File: src/rtl/mem_access_arbiter.sv
// mem_access_arbiter: shares the single-port LC-3 memory between the CPU memory
// interface and the loader/debug port. Each grant issues a one-cycle request to a
// synchronous-read SRAM and waits MEM_LAT cycles. The winner then gets a one-cycle
// completion pulse. Ties are broken round-robin against the last winner.
module mem_access_arbiter #(
  parameter int unsigned ADDR_W  = 16,
  parameter int unsigned DATA_W  = 16,
  parameter int unsigned MEM_LAT = 3
) (
  input  logic              clk,
  input  logic              reset,
  // CPU side
  input  logic              cpu_mio_en,
  input  logic              cpu_r_w,
  input  logic [ADDR_W-1:0] cpu_addr,
  input  logic [DATA_W-1:0] cpu_wdata,
  output logic [DATA_W-1:0] cpu_rdata,
  output logic              ready_bit,
  // Loader side
  input  logic              ld_req,
  input  logic              ld_we,
  input  logic [ADDR_W-1:0] ld_addr,
  input  logic [DATA_W-1:0] ld_wdata,
  output logic [DATA_W-1:0] ld_rdata,
  output logic              ld_ack,
  // SRAM side
  output logic              mem_en,
  output logic              mem_we,
  output logic [ADDR_W-1:0] mem_addr,
  output logic [DATA_W-1:0] mem_wdata,
  input  logic [DATA_W-1:0] mem_rdata,
  // Status
  output logic              busy,
  output logic              owner
);

  localparam logic [1:0] IDLE = 2'd0;
  localparam logic [1:0] ACC  = 2'd1;
  localparam logic [1:0] DONE = 2'd2;

  // Counter load value; MEM_LAT <= 15 keeps it within 4 bits.
  localparam logic [3:0] LAT_LOAD = 4'(MEM_LAT - 1);

  if (MEM_LAT < 2 || MEM_LAT > 15) begin : gen_bad_mem_lat
    $error("mem_access_arbiter: MEM_LAT must be in 2..15");
  end

  logic [1:0]        state_q, state_d;
  logic [3:0]        wait_cnt_q, wait_cnt_d;
  logic              last_grant_q, last_grant_d;
  logic              owner_q, owner_d;
  logic              busy_q, busy_d;
  logic              mem_en_q, mem_en_d;
  logic              mem_we_q, mem_we_d;
  logic [ADDR_W-1:0] mem_addr_q, mem_addr_d;
  logic [DATA_W-1:0] mem_wdata_q, mem_wdata_d;
  logic [DATA_W-1:0] cpu_rdata_q, cpu_rdata_d;
  logic [DATA_W-1:0] ld_rdata_q, ld_rdata_d;
  logic              ready_q, ready_d;
  logic              ld_ack_q, ld_ack_d;

  logic grant_any;
  logic grant_ld;

  // Pick a winner: a lone requester wins, a tie goes to whoever was not served last.
  always_comb begin
    grant_any = cpu_mio_en | ld_req;
    grant_ld  = ld_req & (~cpu_mio_en | ~last_grant_q);
  end

  // Next-state and registered-output logic for IDLE -> ACC -> DONE -> IDLE.
  always_comb begin
    state_d      = state_q;
    wait_cnt_d   = wait_cnt_q;
    last_grant_d = last_grant_q;
    owner_d      = owner_q;
    mem_en_d     = 1'b0;
    mem_we_d     = mem_we_q;
    mem_addr_d   = mem_addr_q;
    mem_wdata_d  = mem_wdata_q;
    cpu_rdata_d  = cpu_rdata_q;
    ld_rdata_d   = ld_rdata_q;
    ready_d      = 1'b0;
    ld_ack_d     = 1'b0;

    case (state_q)
      IDLE: begin
        if (grant_any) begin
          mem_en_d     = 1'b1;
          mem_we_d     = grant_ld ? ld_we : cpu_r_w;
          mem_addr_d   = grant_ld ? ld_addr : cpu_addr;
          mem_wdata_d  = grant_ld ? ld_wdata : cpu_wdata;
          owner_d      = grant_ld;
          last_grant_d = grant_ld;
          wait_cnt_d   = LAT_LOAD;
          state_d      = ACC;
        end
      end
      ACC: begin
        // Write enable only accompanies the single mem_en cycle.
        mem_we_d = 1'b0;
        if (wait_cnt_q == 4'd0) begin
          if (owner_q) begin
            ld_rdata_d = mem_rdata;
            ld_ack_d   = 1'b1;
          end else begin
            cpu_rdata_d = mem_rdata;
            ready_d     = 1'b1;
          end
          state_d = DONE;
        end else begin
          wait_cnt_d = wait_cnt_q - 4'd1;
        end
      end
      DONE: begin
        // Dead cycle so a still-held request is not re-granted as a new one.
        state_d = IDLE;
      end
      default: begin
        state_d = IDLE;
      end
    endcase

    busy_d = (state_d != IDLE);
  end

  // State and output registers; reset abandons any access in flight.
  always_ff @(posedge clk or negedge reset) begin
    if (!reset) begin
      state_q      <= IDLE;
      wait_cnt_q   <= 4'd0;
      last_grant_q <= 1'b1;
      owner_q      <= 1'b0;
      busy_q       <= 1'b0;
      mem_en_q     <= 1'b0;
      mem_we_q     <= 1'b0;
      mem_addr_q   <= '0;
      mem_wdata_q  <= '0;
      cpu_rdata_q  <= '0;
      ld_rdata_q   <= '0;
      ready_q      <= 1'b0;
      ld_ack_q     <= 1'b0;
    end else begin
      state_q      <= state_d;
      wait_cnt_q   <= wait_cnt_d;
      last_grant_q <= last_grant_d;
      owner_q      <= owner_d;
      busy_q       <= busy_d;
      mem_en_q     <= mem_en_d;
      mem_we_q     <= mem_we_d;
      mem_addr_q   <= mem_addr_d;
      mem_wdata_q  <= mem_wdata_d;
      cpu_rdata_q  <= cpu_rdata_d;
      ld_rdata_q   <= ld_rdata_d;
      ready_q      <= ready_d;
      ld_ack_q     <= ld_ack_d;
    end
  end

  assign cpu_rdata = cpu_rdata_q;
  assign ready_bit = ready_q;
  assign ld_rdata  = ld_rdata_q;
  assign ld_ack    = ld_ack_q;
  assign mem_en    = mem_en_q;
  assign mem_we    = mem_we_q;
  assign mem_addr  = mem_addr_q;
  assign mem_wdata = mem_wdata_q;
  assign busy      = busy_q;
  assign owner     = owner_q;

endmodule
File: config.mk
export PLATFORM = sky130hd
export DESIGN_NAME = mem_access_arbiter
export DESIGN_NICKNAME = d
export VERILOG_FILES = /design/src/rtl/mem_access_arbiter.sv
export SDC_FILE = /design/constraint.sdc
export NUM_CORES = 1
export LEC_CHECK = 0
export ABC_AREA = 1
export CAP_MARGIN = 25
export CORE_ASPECT_RATIO = 0.8
export CORE_MARGIN = 3
export CORE_UTILIZATION = 42
export DETAILED_ROUTE_END_ITERATION = 10
export GPL_ROUTABILITY_DRIVEN = 0
export PLACE_DENSITY_LB_ADDON = 0.12
export SLEW_MARGIN = 25
export SYNTH_ARGS = -nofsm -noshare
export SYNTH_HDL_FRONTEND = slang
export SYNTH_SLANG_ARGS = --single-unit
File: constraint.sdc
create_clock -name clk -period 1.5 [get_ports clk]
set_input_delay 0.3 -clock clk [delete_from_list [all_inputs] [get_ports clk]]
set_output_delay 0.3 -clock clk [all_outputs]
set_load 0.05 [all_outputs]
==> results.txt <==
The floorplan die area came out at 9280 um^2. The maximum number of pins on one net before global-route repair came out at 35. Setup repair after global routing could not meet its margin everywhere. Per report_power, the sequential group accounts for roughly a quarter of the total.

The final-report hold violation count came out at 0. In this run the remaining antenna-violating nets after routing total 0. Ranked by total cell area, the synthesized netlist is headed by sky130_fd_sc_hd__dfrtp_1 (56%), sky130_fd_sc_hd__nand2_1 (27%), sky130_fd_sc_hd__o21ai_1 (3.2%).

The count of final max-slew check failures is 0. The time the final worst path needs with I/O delays and setup came out at approximately 1500 ps. The number of antenna violations at the first check in global routing came out at 0. For flop-to-flop paths, the worst setup slack is approximately 41 ps. Internal power comes to slightly below 9000 uW.

The synthesized flop and latch total is just under 80. The final-report setup violation count is 0. The horizontal extent of the die came out at between 100 and 150 um.

Cells fill between 80% and 90% of the core in the end. Summed over all failing endpoints, the final setup total negative slack is 0 ps. The power consumption is 16000 uW. The buffer and inverter count on the worst path came out at 2. Summing the sequential cell areas from Yosys gives between 50 and 60% of the chip area. The post-synthesis net count is between 500 and 600. The leakage dissipation is between 0.003 and 0.004 uW. The clock arrives with around 15 ps of skew. In this run the worst path has a maximum fanout of 33.

The flip-flop and latch area is slightly below 2000 um^2. The first-pass GRT wire length came out at between 15 and 20 mm. The area growth from synthesis to layout came out at 79.7%. The H-tree depth reported by CTS is 3. The max-cap violation count is 0. The cell taking the most area after synthesis is sky130_fd_sc_hd__dfrtp_1. The share of the synthesized area in the top cell type came out at ~56%.

The number of antenna cells inserted is 0. In this run the vertical extent of the chip is approximately 87 um. The CTS tree is yes. The via-per-instance ratio is 4.63.

In the final routed layout, each cell accounts on average for between 10 and 15 um. The ratio of cells with drive above 1 in the final layout came out at about a fifth. The clock tree buffer depth is 2. Dividing total power by cell area gives a power density of about 2600 nW/um^2.

The first TritonRoute pass finished after 5 iterations. CTS saw 77 sinks. For this run the aggregate overflow at the end of global routing stands at 0. The commonest register cell after synthesis is sky130_fd_sc_hd__dfrtp_1. After the last flow step, the layout net total stands at 670.

The clock transition at the registers of the reported paths came out at around 90 ps. The setup path with the least slack is of type reg -> reg. The filler cells instantiated in the layout total slightly below 500. The worst setup path is launched from a flip-flop.

The count of vias placed by the detailed router is ~3200. The setup slack after placement came out at -250 ps. The total I/O pin count is 156. The worst-case headroom to the max-slew limit is 74.1%.

The most frequent cell after synthesis is sky130_fd_sc_hd__nand2_1. The maximum ir drop on the vdd rail is 1.66 mV. The wire-length estimate of the detail-placed layout is 7.29 mm.

The quantity of I/O buffers inserted on ports is around 160. The critical path's largest stage delay is around 410 ps. Among cell families on the critical path, the largest total delay comes from simple AND/OR/NAND/NOR gates. STA puts the critical path data required time at 1730 ps. Once placement finished, the instance area stood at approximately 5800 um^2.

Synthesis produced 420 cells. The type of destination of the critical path is a flip-flop. The placeable core area is ~7600 um^2. The number of library cell types mapped by synthesis is 21. Wires add up to between 9 and 10 mm. The buffer cell driving the clock tree root is sky130_fd_sc_hd__clkbuf_8. For the worst setup path, the data arrival time is 1690 ps. The async set-or-reset flop fraction in the synthesized netlist came out at between 90% and 100%. Ranked by instance count, the synthesized netlist is headed by sky130_fd_sc_hd__nand2_1 (242), sky130_fd_sc_hd__dfrtp_1 (76), sky130_fd_sc_hd__inv_1 (26), sky130_fd_sc_hd__o21ai_1 (22), sky130_fd_sc_hd__buf_2 (13). The row count came out at 28. The initial DRC count is 96.

The post-synthesis instance area is around 3400 um^2. The slowest stage of the critical path is the sky130_fd_sc_hd__dfrtp_1 cell. The switching fraction of total power came out at 44.3%.

The number of buffers added by the clock tree synthesis step is 9. Static timing analysis puts the maximum clock frequency at a little under 700 MHz. The total routing resource utilization after global routing came out at a little over a fifth. Yosys mapped a number of flops with a built-in enable equal to 0. The combinational fraction of design power came out at 61.2%. Once the floorplan was initialized, standard cells occupied 44.8% of the core. The post-route worst setup slack is approximately 40 ps.

The final critical path takes up 97.3% of the cycle. Each instance of the synthesized netlist takes up on average 8.15 um^2. The clock network latency to the later pin of the worst-skew pair is about 350 ps. The number of global-route vias before repair came out at 3283. The run finished with clean final reports.

The slew at the pin closest to its max-slew limit came out at ~390 ps. The area taken by multi-input logic gates came out at 1280 um^2. The analysis attributes to net switching a power of approximately 7000 uW.

The portion of total power attributed to the clock network came out at 13.0%. The finished cells cover between 6000 and 7000 um^2. The path class of the tightest hold or removal check is in -> async. The critical path goes through inv_1 > ha_1 > nand2_2 > nor2_4 > buf_12 > nand2_8 > nand2_1 > o21ai_1.

The residual DRC count is 0. The Yosys step of the flow raised 0 warnings.
==> state kept, by name, indices dropped and copies added, names as in the netlist <==
| name | count |
|---|---|
| cpu_rdata | 16 |
| mem_en | 1 |
| mem_wdata | 16 |
| busy | 1 |
| mem_we | 1 |
| ready_bit | 1 |
| ld_rdata | 16 |
| owner | 1 |
| state_q | 2 |
| mem_addr | 16 |
| wait_cnt_q | 4 |
| ld_ack | 1 |
| last_grant_q | 1 |
==> cell usage in the layout (no fill, tap or decap) <==
master,instances
sky130_fd_sc_hd__buf_8,1
sky130_fd_sc_hd__dlygate4sd3_1,1
sky130_fd_sc_hd__inv_1,26
sky130_fd_sc_hd__nor2_4,1
sky130_fd_sc_hd__buf_4,9
sky130_fd_sc_hd__o21ai_1,21
sky130_fd_sc_hd__inv_6,1
sky130_fd_sc_hd__clkbuf_8,9
sky130_fd_sc_hd__o21a_1,1
sky130_fd_sc_hd__nor2_2,1
sky130_fd_sc_hd__dfrtp_1,76
sky130_fd_sc_hd__nand3_1,3
sky130_fd_sc_hd__nor2_1,5
sky130_fd_sc_hd__o21ai_0,3
sky130_fd_sc_hd__nand2_1,242
sky130_fd_sc_hd__nand2_8,2
sky130_fd_sc_hd__inv_4,1
sky130_fd_sc_hd__o21ai_2,12
sky130_fd_sc_hd__bufinv_16,4
sky130_fd_sc_hd__nand2_2,1
sky130_fd_sc_hd__ha_1,2
sky130_fd_sc_hd__clkinv_1,1
sky130_fd_sc_hd__nand4_1,1
sky130_fd_sc_hd__dfstp_2,1
sky130_fd_sc_hd__buf_12,75
sky130_fd_sc_hd__clkinv_4,2
sky130_fd_sc_hd__clkdlybuf4s50_1,84
sky130_fd_sc_hd__xor2_1,1
==> power groups by stage <==
stage,Combinational [uW],Sequential [uW],Clock [uW]
2_1_floorplan,1900,6730,0
3_3_place_gp,9600,4090,0
3_5_place_dp,9730,4150,0
4_1_cts,9760,4130,2120
5_1_grt,10300,4250,2190
6_report,9780,4130,2070
==> final timing paths <==
path	depth (start not counted)	end	startpoint
max	8	ld_rdata[6]$_DFFE_PN0P_	wait_cnt_q[1]$_DFFE_PN0P_
min	2	mem_wdata[10]$_DFFE_PN0P_	reset
max reg2reg	8	ld_rdata[6]$_DFFE_PN0P_	wait_cnt_q[1]$_DFFE_PN0P_
min reg2reg	2	last_grant_q$_DFFE_PN1P_	last_grant_q$_DFFE_PN1P_
max in group asynchronous	3	mem_addr[10]$_DFFE_PN0P_	reset
min in group clk	2	last_grant_q$_DFFE_PN1P_	last_grant_q$_DFFE_PN1P_
==> area by class of cell <==
type,instances,share of cell area [%]
tap,105,2.14
clock buffer,9,2.01
clock inverter,7,2.38
multi-input combinational,296,20.8
timing repair buffer,170,39.6
sequential,77,31.3
inverter,28,1.75
==> per-stage QoR <==
step           cells  hold WS, ps
6_report         692          444
3_5_place_dp     673          249
2_1_floorplan    420         4.41
5_1_grt          692          471
4_1_cts          690          423
3_3_place_gp     673          248
==> worst reg2reg max path: cells and delay by family (launching register included) <==
family,cells,cell delay (ps)
flip-flops,1,410
buffers and inverters,2,220
AO/OA/AOI/OAI,1,80
AND/OR/NAND/NOR,4,490
adder cells (fa/ha/maj),1,160
==> cell families (layout without fill, tap and decap cells) <==
logic type                 after synthesis  in the layout  synth area share (%)
AOI/OAI and AO/OA                       37             37                  6.69
xor gates and xnor gates                 1              1                 0.256
and+or+nand+nor                        256            256                  29.1
buffers and inverters                   47            214                  6.94
DFF                                     77             77                  56.3
adders and majority gates                2              2                 0.731
==> what timing repair did <==
action | 4_1_cts | 5_1_grt
cloned | 0 | 0
setup buffers | 0 | 2
endpoints found under the hold margin | 25 | 0
setup endpoints to repair | 11 | 45
hold buffers | 1 | 0
pin swaps | 0 | 3
gates resized for setup | 0 | 6
==> layer usage <==
layer,wire length (um),vias to the layer above,share of wire [%],global-route usage (%)
li1,-,1595,-,-
met1,3730,1480,38,25.3
met2,4950,103,51,37.8
met3,725,24,7.5,6.63
met4,295,0,3.0,8.83
met5,0,-,0,0
(Power assumes the default switching activity.)
